[src/rtl/exp_ctrl_fsm.sv]
// Exposure control FSM: ISO/SS/F selection, lux and flash-LUT handshakes with timeout, result display.
// Optional periodic re-metering from DISP is built in when AUTO_REMETER_EN is defined.
module exp_ctrl_fsm #(
  parameter int unsigned SET_W          = 4,
  parameter int unsigned LUX_W          = 8,
  parameter int unsigned ADDR_W         = 24,  // must be >= 3*SET_W + LUX_W
  parameter int unsigned TIMEOUT        = 255, // must be >= 1
  parameter int unsigned REMETER_PERIOD = 1000000
) (
  input  logic              clk,
  input  logic              rst,
  input  logic [1:0]        pb_press,
  input  logic [SET_W-1:0]  enc_count,
  input  logic [LUX_W-1:0]  lux_val,
  input  logic              lux_ready,
  output logic              lux_valid,
  input  logic [7:0]        fd,
  input  logic              fd_ready,
  output logic [ADDR_W-1:0] fd_address,
  output logic              fd_valid,
  output logic [3:0]        display_out,
  output logic [1:0]        display_sel,
  output logic              err
);

  typedef enum logic [2:0] {
    StIdle, StIsoSel, StSsSel, StFSel, StMeter, StLut, StDisp, StErr
  } state_e;

  localparam logic [1:0] PbShort  = 2'b01;
  localparam logic [1:0] PbLong   = 2'b10;
  localparam logic [1:0] PbXLong  = 2'b11;
  localparam int unsigned ToW     = $clog2(TIMEOUT + 1);

  state_e             state_q, state_d;
  logic [SET_W-1:0]   iso_q, iso_d, ss_q, ss_d, f_q, f_d;
  logic [LUX_W-1:0]   lux_q, lux_d;
  logic [2:0]         res_q, res_d;
  logic               f_set_q, f_set_d;
  logic               prev_f_q, prev_f_d;
  logic [ToW-1:0]     to_cnt_q, to_cnt_d;
  logic               lux_valid_q, lux_valid_d;
  logic               fd_valid_q, fd_valid_d;
  logic [ADDR_W-1:0]  fd_address_q, fd_address_d;
  logic [3:0]         display_out_q, display_out_d;
  logic [1:0]         display_sel_q, display_sel_d;
  logic               err_q, err_d;
  logic [3:0]         enc_disp;
  logic               unused_fd;

`ifdef AUTO_REMETER_EN
  localparam int unsigned RmW = $clog2(REMETER_PERIOD + 1);
  logic [RmW-1:0] rm_cnt_q, rm_cnt_d;
`endif

  assign unused_fd = ^fd[7:3];

  if (SET_W >= 4) begin : g_enc_trunc
    assign enc_disp = enc_count[3:0];
  end else begin : g_enc_zext
    assign enc_disp = 4'(enc_count);
  end

  always_comb begin
    state_d     = state_q;
    iso_d       = iso_q;
    ss_d        = ss_q;
    f_d         = f_q;
    lux_d       = lux_q;
    res_d       = res_q;
    f_set_d     = f_set_q;
    prev_f_d    = prev_f_q;
    to_cnt_d    = to_cnt_q;
    lux_valid_d = lux_valid_q;
    fd_valid_d  = fd_valid_q;
`ifdef AUTO_REMETER_EN
    rm_cnt_d    = '0;
`endif

    case (state_q)
      StIdle: begin
        iso_d       = '0;
        ss_d        = '0;
        f_d         = '0;
        lux_d       = '0;
        res_d       = '0;
        f_set_d     = 1'b0;
        prev_f_d    = 1'b0;
        lux_valid_d = 1'b0;
        fd_valid_d  = 1'b0;
        state_d     = StIsoSel;
      end
      StIsoSel: begin
        iso_d = enc_count;
        if (pb_press == PbShort) state_d = StSsSel;
      end
      StSsSel: begin
        ss_d     = enc_count;
        prev_f_d = 1'b0;
        if (pb_press == PbShort) state_d = StFSel;
        else if (pb_press == PbLong && f_set_q) state_d = StMeter;
        else if (pb_press == PbXLong) state_d = StIsoSel;
      end
      StFSel: begin
        f_d      = enc_count;
        f_set_d  = 1'b1;
        prev_f_d = 1'b1;
        if (pb_press == PbShort) state_d = StSsSel;
        else if (pb_press == PbLong) state_d = StMeter;
        else if (pb_press == PbXLong) state_d = StIsoSel;
      end
      StMeter: begin
        // First cycle in the state raises valid; ready only counts once valid is visible.
        if (!lux_valid_q) begin
          lux_valid_d = 1'b1;
          to_cnt_d    = '0;
        end else if (lux_ready) begin
          lux_d       = lux_val;
          lux_valid_d = 1'b0;
          state_d     = StLut;
        end else if (to_cnt_q == ToW'(TIMEOUT - 1)) begin
          lux_valid_d = 1'b0;
          state_d     = StErr;
        end else begin
          to_cnt_d = to_cnt_q + ToW'(1);
        end
      end
      StLut: begin
        if (!fd_valid_q) begin
          fd_valid_d = 1'b1;
          to_cnt_d   = '0;
        end else if (fd_ready) begin
          res_d      = fd[2:0];
          fd_valid_d = 1'b0;
          state_d    = StDisp;
        end else if (to_cnt_q == ToW'(TIMEOUT - 1)) begin
          fd_valid_d = 1'b0;
          state_d    = StErr;
        end else begin
          to_cnt_d = to_cnt_q + ToW'(1);
        end
      end
      StDisp: begin
        if (pb_press == PbShort) state_d = StMeter;
        else if (pb_press == PbLong) state_d = prev_f_q ? StFSel : StSsSel;
        else if (pb_press == PbXLong) state_d = StIsoSel;
`ifdef AUTO_REMETER_EN
        else if (rm_cnt_q == RmW'(REMETER_PERIOD - 1)) state_d = StMeter;
        else rm_cnt_d = rm_cnt_q + RmW'(1);
`endif
      end
      StErr: begin
        if (pb_press != 2'b00) state_d = StIsoSel;
      end
      default: state_d = StIdle;
    endcase

    // Outputs are registered from the state being entered.
    display_sel_d = 2'b11;
    display_out_d = 4'h8;
    err_d         = 1'b0;
    fd_address_d  = fd_address_q;
    case (state_d)
      StIsoSel: begin
        display_sel_d = 2'b00;
        display_out_d = enc_disp;
      end
      StSsSel: begin
        display_sel_d = 2'b01;
        display_out_d = enc_disp;
      end
      StFSel: begin
        display_sel_d = 2'b10;
        display_out_d = enc_disp;
      end
      StMeter, StLut: display_out_d = 4'h2;
      StDisp:         display_out_d = {1'b0, res_d};
      StErr: begin
        display_out_d = 4'hE;
        err_d         = 1'b1;
      end
      default: begin
        display_sel_d = 2'b00;
        fd_address_d  = '0;
      end
    endcase
    if (state_d == StLut && state_q != StLut) begin
      fd_address_d = ADDR_W'({iso_q, ss_q, f_q, lux_d});
    end
  end

  always_ff @(posedge clk) begin
    if (rst) begin
      state_q       <= StIdle;
      iso_q         <= '0;
      ss_q          <= '0;
      f_q           <= '0;
      lux_q         <= '0;
      res_q         <= '0;
      f_set_q       <= 1'b0;
      prev_f_q      <= 1'b0;
      to_cnt_q      <= '0;
      lux_valid_q   <= 1'b0;
      fd_valid_q    <= 1'b0;
      fd_address_q  <= '0;
      display_out_q <= 4'h8;
      display_sel_q <= 2'b00;
      err_q         <= 1'b0;
`ifdef AUTO_REMETER_EN
      rm_cnt_q      <= '0;
`endif
    end else begin
      state_q       <= state_d;
      iso_q         <= iso_d;
      ss_q          <= ss_d;
      f_q           <= f_d;
      lux_q         <= lux_d;
      res_q         <= res_d;
      f_set_q       <= f_set_d;
      prev_f_q      <= prev_f_d;
      to_cnt_q      <= to_cnt_d;
      lux_valid_q   <= lux_valid_d;
      fd_valid_q    <= fd_valid_d;
      fd_address_q  <= fd_address_d;
      display_out_q <= display_out_d;
      display_sel_q <= display_sel_d;
      err_q         <= err_d;
`ifdef AUTO_REMETER_EN
      rm_cnt_q      <= rm_cnt_d;
`endif
    end
  end

  assign lux_valid   = lux_valid_q;
  assign fd_valid    = fd_valid_q;
  assign fd_address  = fd_address_q;
  assign display_out = display_out_q;
  assign display_sel = display_sel_q;
  assign err         = err_q;

endmodule

[config.mk]
export PLATFORM = sky130hd
export DESIGN_NAME = exp_ctrl_fsm
export DESIGN_NICKNAME = d
export VERILOG_FILES = /design/src/rtl/exp_ctrl_fsm.sv
export SDC_FILE = /design/constraint.sdc
export NUM_CORES = 1
export LEC_CHECK = 0
export ABC_AREA = 1
export BUFFER_PORTS_ARGS = -buffer_cell sky130_fd_sc_hd__buf_2
export CORE_UTILIZATION = 49
export CTS_CLUSTER_DIAMETER = 60
export DETAILED_ROUTE_END_ITERATION = 8
export PLACE_DENSITY = 0.75
export SLEW_MARGIN = 20
export SYNTH_ARGS = -nofsm -noshare
export SYNTH_HDL_FRONTEND = slang
export SYNTH_SLANG_ARGS = --single-unit
[constraint.sdc]
create_clock -name clk -period 1.7 [get_ports clk]
set_input_delay 0.085 -clock clk [delete_from_list [all_inputs] [get_ports clk]]
set_output_delay 0.085 -clock clk [all_outputs]
set_load 0.01 [all_outputs]
# == Word level (Yosys, flattened, before mapping) ==
# Cells that the tools add are included.
# word_totals
regBits,65
in_bits,26
output_inout_bits,33
elab_cells,100
# op_classes
addsub,1
n_eq_ne,22
mux,45
reduce_logical,17
# op_table
op,n
two-way mux 8 bit,7
two-way mux 3 bit,16
two-way mux 20 bit,2
case mux 8 bit (2 select lines),2
"equality test 3 bit, second input constant",8
case mux 3 bit (8 select lines),1
case mux 4 bit (2 select lines),3
case mux 4 bit (4 select lines),1
nonzero test 2 bit,8
"equality test 3 x 2 -> 1 bit, second input constant",4
"inequality test 3 bit, second input constant",3
"adder 8 x 1 -> 8 bit, second input constant",1
"equality test 8 bit, second input constant",1
case mux 1 bit (2 select lines),4
two-way mux 1 bit,7
OR reduction 7 bit,1
"equality test 3 x 1 -> 1 bit, second input constant",2
case mux 2 bit (3 select lines),1
case mux 3 bit (2 select lines),1
"equality test 2 bit, second input constant",2
OR reduction 2 bit,2
OR reduction 4 bit,1
logical NOT 3 bit,1
AND reduction 3 bit,1
other kinds (4),5

# == Longest topological paths before layout ==
# Gate-level depths: netlist of run 1.
# depth
depth_word,9
mapped_depth,14
depth_no_buf,14

# == Worst setup path after synthesis of run 1 ==
# No wires, ideal clock.
# synth_path
path_kind,reg-to-reg
startpoint,register to_cnt_q[0]
endpoint,register display_out_q[2] (netlist: display_out[2])
setup_time_ns,0.109
arrival_time_ns,1.454
required_time_ns,1.591
setup_slack_ns,0.137
stages_incl_launch_ff,15
n_path_buf,0
synth_period_minus_slack_ns,1.563
cell_sequence,dfxtp_1 -> inv_1 -> ha_1 -> inv_1 -> nor2_1 -> nand2_1 -> nand2_1 -> nand3_1 -> nand2_1 -> nor2_4 -> inv_2 -> nand3_1 -> nand3_1 -> nand2_1 -> inv_1
# synth_between
elab_chain_len,8
word_cells_on_any_way,17
cone_classes,eq/ne (8); mux (7); reduce/logical (2)
# synth_rtl
element,line_no,source
from (decl),41,"logic [ToW-1:0] to_cnt_q, to_cnt_d;"
from (signal assigned),221,to_cnt_q <= to_cnt_d;
equality test 8 bit *,"121, 136",
two-way mux 3 bit *,"121, 136",
two-way mux 3 bit (on tied branches),"132, 117",
two-way mux 3 bit (on tied branches),"129, 114",
case mux 3 bit (8 select lines) *,80,case (state_q)
"equality test 3 x 2 -> 1 bit, or another cell as far along",163,case (state_d)
OR reduction 3 bit (no source line) / OR reduction 2 bit (equally long branches),-,
case mux 4 bit (4 select lines) *,163,
to (signal assigned),225,display_out_q <= display_out_d;
to (decl),45,"logic [3:0] display_out_q, display_out_d;"
# Every way passes the cells marked *; elsewhere a longest branch is shown, timed or not.
# A chain may end at the register's enable or synchronous reset.

# == Worst setup path after layout of run 1 ==
# layout_path
startpoint,register state_q[1]
endpoint,register fd_address_q[2] (netlist: fd_address[2])
# layout_between
elab_chain_len,7
word_cells_on_any_way,36
cone_classes,eq/ne (16); mux (17); reduce/logical (3)
# layout_rtl
element,line_no,source
from (decl),35,"state_e state_q, state_d;"
from (signal assigned),194,state_q <= StIdle;
from (signal assigned),213,state_q <= state_d;
two-way mux 3 bit (on tied branches) (3 in series),-,
case mux 3 bit (8 select lines),80,
"equality test 3 bit, or another cell as far along","163, 187",
OR reduction 7 bit (no source line) / logical AND 1 bit (equally long branches),-,
inequality test 2 x 1 -> 1 bit (no source line) / two-way mux 20 bit (equally long branches),-,
to (signal assigned),224,fd_address_q <= fd_address_d;
to (decl),44,"logic [ADDR_W-1:0] fd_address_q, fd_address_d;"
# Parallel ways exist; a longest one is shown, timed or not.

==> metrics.txt, run 1 <==
GRT Residual Overflow 0; Power Total 0.003277 W; hpwl dp 4452 um; Switch Pwr a little under 0.0008 W; clock network fraction of total power 45.1%; critical-path maximum fanout 6; Hold-fix buffers, CTS 0; worst path cell trace nor2_4 -> inv_2 -> nor2_4 -> inv_2 -> nor2_4 -> clkinvlp_2 -> nand2_1 -> a21oi_1; Area Overhead vs Synth 20.95%; # H-tree levels 3; CP delay by family, top simple AND/OR/NAND/NOR gates; Peak VDD IR around 0.6 mV; r2r setup slk 90 ps; Slew Viols, Final 0; initial DRC count approximately 180; Final Util 62.47%; number of global-route vias before repair 2424; status completed; top post-synthesis cells by area dfxtp_1 (45%), nand2_1 (16%), a21oi_1 (10%); Cells after Synth 416; area share of the largest cell type after synthesis 44.92%; # fillers between 500 and 600; Final #Nets 503; post-synthesis cell type count 27; Crit path buffers/inverters 3; Internal Power around 0.0025 W; DIE AREA 6223 um^2; Vias/cell 4.989; DR WL/cell 12.07 um; EDFF count, synth 0; initial antenna violation count 0; first-pass GRT wire length 11050 um; clock transition at the registers of the reported paths roughly 70 ps; critical path class flip-flop to flip-flop; Seq/Total Area, Yosys between 40% and 50%; CP dominant cell by count nor2_4; layout cells sized above 1 22.50%; num rows 27; post-CTS setup buffers 0; P_leak ~1.5 nW; gp weighted congestion 0.8828; pwr dens 935.4 nW/um^2; CTS tree built; Mapped Avg Cell Area 6.963 um^2; Min Clock Period, post-route 1612 ps; Comb power frac 7.2%; async set-reset flop share out of synthesis 0%; most common flop cell mapped by yosys dfxtp_1; worst endpoint data arrival time 1830 ps; Die Height roughly 79 um; setup violators final 0; CTS Buffer Depth 2; Clock Latency Late Sink 340 ps; endpoints failing hold 0; Top Ports 59; CP max-delay cell dfxtp_2; Ant. Diodes 0; ANT nets after route 0; period utilization 94.80%; core area 5608 um^2; largest area contributor in the netlist dfxtp_1; routed via count roughly 2800; Post-route DRC 0; register bit total from synthesis 65; Fmax a little over 600 MHz; CP max stage delay between 300 and 400 ps; Worst Skew 8.797 ps; Commonest cells post-synth nand2_1 (123), dfxtp_1 (65), a21oi_1 (60); Root Driver clkbuf_8; port buffer count 49; Critical Path RT 1920 ps; Hold Path Class primary input to flip-flop; Die X-Extent a little under 80 um; count leader, synth nand2_1; GRT Total Usage 22.97%; largest net degree at the start of global routing 35; clock tree sinks 65; Sw Share 23.94%; Synth Cell Area 2897 um^2; CP startpoint kind flip-flop; max_cap viols 0; final wirelength 6661 um; first-pass iteration count of the detailed router 4; critical path capture point type flip-flop; initial core utilization roughly half; Inserted Clock Buffers 9; hold_ws 32.25 ps; yosys warns 0; Flop pwr share 47.7%
==> placed cells by master (no fill, tap or decap), types with 2 or more instances in the layout <==
cell        Yosys  final
nand2_1       123    120
a21oi_1        60     60
dfxtp_1        65     60
buf_2           2     49
inv_1          48     47
o21ai_0        28     28
nor2_1         25     24
nand3_1        15     13
buf_4           7     12
clkbuf_8        0     10
inv_2           7      7
nand2_2         3      6
dfxtp_2         0      5
nor2_4          3      4
clkinvlp_4      0      4
conb_1          1      4
nand4_1         3      3
o22ai_1         3      3
nor2_2          2      2
a211oi_1        2      2
nand3_2         0      2
xor2_1          2      2
ha_1            2      2
bufinv_16       0      2
==> routing by layer <==
metal	vias to the layer above	share of wire, %	GRT usage (%)	wire [um]
met1	1227	47	30.19	3148
li1	1424	-	-	-
met4	0	1.9	11.45	129
met2	91	44	34.87	2938
met3	12	6.7	5.862	445
met5	-	0	0	0
==> power by group through the flow <==
stage	clock [W]	combinational (W)	sequential, W
floorplan	0	0.000150	0.00159
global placement	0	0.000229	0.00160
detailed placement	0	0.000232	0.00160
CTS	0.00150	0.000234	0.00156
global route	0.00158	0.000266	0.00157
finish	0.00148	0.000236	0.00156
==> worst paths after layout <==
check | depth (start not counted) | startpoint | to
worst min-delay path | 3 | enc_count[0] | ss_q[0]
worst max-delay path | 8 | state_q[1] | fd_address[2]
worst min register to register | 2 | fd_address[10] | fd_address[10]
worst max register to register | 8 | state_q[1] | fd_address[2]
==> layout make-up <==
type,count,area [um^2],share of cell area [%]
clock buffers,10,137.6,3.929
clock inverters,6,88.84,2.536
inverters,55,210.2,6.000
multi-input cells,281,1321,37.71
flip-flops and latches,65,1308,37.32
well taps,72,90.09,2.571
repair buffers,61,335.3,9.571
repair inverters,2,12.51,0.3571
==> sequential cells by signal (all words and copies together), names as in the netlist, 2 cells and up <==
name         count
f_q              4
iso_q            4
display_out      4
to_cnt_q         8
fd_address      20
ss_q             4
display_sel      2
state_q          3
res_q            3
lux_q            8
==> cells by family (layout without fill, tap and decap cells) <==
group	Yosys count	after routing	share of synthesized area (%)
and+or+nand+nor	176	176	25.05
adders and majority gates	2	2	0.8638
xor gates and xnor gates	3	3	0.9073
buffers and inverters	73	134	10.71
AOI/OAI and AO/OA	96	96	17.41
other	1	4	0.1295
DFF	65	65	44.92
==> through the flow <==
stage | cell area (um^2) | std cells | worst slack, ps | TNS, ps
after floorplan | 2908 | 419 | 136.9 | 0
after global placement | 3229 | 534 | 56.52 | 0
after detailed placement | 3229 | 534 | 15.96 | 0
after CTS | 3460 | 550 | 5.203 | 0
after global routing | 3503 | 552 | -7.481 | -7.481
final | 3503 | 552 | 88.42 | 0
==> worst reg2reg max path, cell delays in order, from the launching register on <==
cell and delay (ps):
dfxtp_2 370, nor2_4 140, inv_2 60, nor2_4 100, inv_2 80, nor2_4 200
clkinvlp_2 340, nand2_1 130, a21oi_1 70
==> timing repair <==
action / CTS / global route
pin swaps: 0 / 2
gates resized for setup: 1 / 13
gates cloned: 0 / 2
endpoints found under the setup margin: 3 / 33
(Power assumes the default switching activity.)
==> inputs of run 2 (changes only) <==
- ABC_CLOCK_PERIOD_IN_PS: unset -> 1700
- CORE_UTILIZATION: 49 -> 50
- CTS_BUF_LIST: unset -> sky130_fd_sc_hd__clkbuf_8
- PLACE_DENSITY: 0.75 -> 0.77
==> run 2 against run 1 <==
Against the previous run:
- clock skew is 1.0 ps lower
- maximum frequency is 0.89% lower
- setup slack worse by 14 ps
- die area is 2.0% lower
- first-iteration DRC count is 21% lower
- clock power is 22% lower
- cell area is 1.2% higher
- global-route usage is 0.99 points lower
- sequential power hardly changed
==> metrics.txt, run 2 (synthesis gave the netlist of run 1 again) <==
r2r setup slk 70 ps (about the same); worst endpoint data arrival time 1850 ps (+20 ps); Ant. Diodes 0 (unchanged); gp weighted congestion 0.8813 (-0.17%); largest net degree at the start of global routing 29 (-17%); Switch Pwr 0.0008007 W (+2.0%); Root Driver clkbuf_8; Internal Power 0.002158 W (-13%); critical path class flip-flop to flip-flop; initial antenna violation count 0 (unchanged); pwr dens 834.4 nW/um^2 (-11%); commonest non-fill, non-tap cell in the layout nand2_1; FF-to-FF path depth 10 (+2); hpwl dp 4333 um (-2.7%); Top Ports 59 (unchanged); layout cells sized above 1 25.62% (+3.1 points); GRT busiest layer met2; Hold Path Class primary input to flip-flop; GRT Residual Overflow 0 (unchanged); Endpoint, Worst Hold f_q[3]; Flop pwr share 52.7% (+5.0 points); RSZ-0062 raised after global routing yes; endpoints failing hold 0 (unchanged); Clock Latency Late Sink 340 ps (about the same); Final #Nets 507 (+0.80%); DIE AREA 6101 um^2 (-2.0%); most frequent cells in the layout nand2_1 (116), dfxtp_1 (60), a21oi_1 (55); hold_ws 36.03 ps (+3.786 ps); first-pass iteration count of the detailed router 5 (+1); clock network fraction of total power 38.7% (-6.4 points); Fmax 615.0 MHz (-0.89%); Peak VDD IR 0.5399 mV (-8.3%); core area 5540 um^2 (-1.2%); CTS Buffer Depth 2 (unchanged); DR WL/cell 11.96 um (-0.90%); num rows 27 (unchanged); Vias/cell 4.973 (-0.32%); Die X-Extent 78.11 um (-0.98%); ANT nets after route 0 (unchanged); P_leak 1.482 nW (+0.16%); number of global-route vias before repair 2379 (-1.9%); critical-path maximum fanout 5 (-1); Critical Path RT 1920 ps (about the same); Inserted Clock Buffers 9 (unchanged); CTS tree built; GRT Total Usage 21.98% (-0.99 points); Final Util 64.00% (+1.5 points); final wirelength 6649 um (-0.18%); # H-tree levels 3 (unchanged); critical path capture point type flip-flop; Worst Skew 7.786 ps (-1.011 ps); reg2reg end fd_address[18]; # fillers 513 (-5.7%); Sw Share 27.06% (+3.1 points); hold_sp enc_count[3]; initial core utilization 52.28% (+0.63 points); Min Clock Period, post-route 1626 ps (+14.40 ps); Slew Viols, Final 0 (unchanged); port buffer count 49 (unchanged); Post-route DRC 0 (unchanged); CP startpoint kind flip-flop; max FFs per register 20 (unchanged); setup violators final 0 (unchanged); routed via count 2765 (+0.40%); Worst Hold Path Cells 3 (unchanged); clock transition at the registers of the reported paths 80 ps (about the same); grt met3 use 4.302% (-1.6 points); max_cap viols 0 (unchanged); Die Height 78.11 um (-0.98%); GR Util met1 29.26% (-0.93 points); first-pass GRT wire length 10480 um (-5.2%); Comb power frac 8.6% (+1.4 points); met2 Track Usage GR 33.68% (-1.2 points); initial DRC count 145 (-21%); period utilization 95.65% (+0.85 points); clock tree sinks 65 (unchanged); Reg-to-Reg Start state_q[1]; status completed; Area Overhead vs Synth 22.42%
==> run 2: power by group through the flow <==
stage	registers (W)	logic [W]	clock network, W
global placement	0.00160	0.000231	0
finish	0.00156	0.000254	0.00115
CTS	0.00156	0.000232	0.00116
global route	0.00156	0.000281	0.00123
floorplan	0.00159	0.000150	0
detailed placement	0.00159	0.000231	0
==> run 2: final cells by class <==
| class | instances | area, um^2 | area share [%] |
|---|---|---|---|
| clock buffer | 9 | 123.9 | 3.493 |
| clock inverter | 7 | 47.55 | 1.341 |
| inverter | 55 | 212.7 | 5.999 |
| multi-input combinational | 281 | 1366 | 38.53 |
| sequential | 65 | 1310 | 36.94 |
| tap | 72 | 90.09 | 2.541 |
| timing repair buffer | 65 | 380.4 | 10.73 |
| timing repair inverter | 2 | 15.01 | 0.4234 |
==> run 2: worst max-delay path: stages (launching register included) <==
cell	delay [ps]
dfxtp_4	350
buf_6	110
nor2_4	80
inv_2	60
nor2_4	140
inv_4	70
nor2_4	230
buf_4	170
clkinvlp_4	140
nand2_1	100
a21oi_1	60
==> run 2: timing repair <==
action	4_1_cts	5_1_grt
pin swaps	1	7
gates cloned	0	2
endpoints found under the setup margin	5	36
hold buffers	0	0
gates resized for setup	2	36
setup buffers	1	4
==> run 2: metal layers <==
metal	wire length, um	vias to the layer above
li1	-	1437
met2	3015	73
met4	103	0
met1	3160	1245
met5	0	-
met3	369	10
==> run 2: worst max-delay path by stage <==
stage                      to  slack (ps)  depth (start not counted)   startpoint
2_1_floorplan  display_out[2]         140                         14  to_cnt_q[0]
3_3_place_gp   display_out[2]          30                         14  to_cnt_q[0]
3_5_place_dp   display_out[2]          -5                         14  to_cnt_q[0]
4_1_cts        fd_address[16]         -10                          9   state_q[1]
5_1_grt        fd_address[12]         -10                          9   state_q[1]
6_report       fd_address[18]          70                         10   state_q[1]
==> run 2: per-stage QoR <==
stage	TNS, ps	setup slack [ps]	total power [W]	cells	instance area, um^2
after global routing	-23.90	-13.53	0.003075	556	3546
after detailed placement	-4.590	-4.590	0.001826	533	3222
after global placement	0	31.31	0.001826	533	3222
final	0	74.02	0.002959	556	3546
after floorplan	0	136.9	0.001743	419	2908
after CTS	-26.09	-12.36	0.002956	550	3405
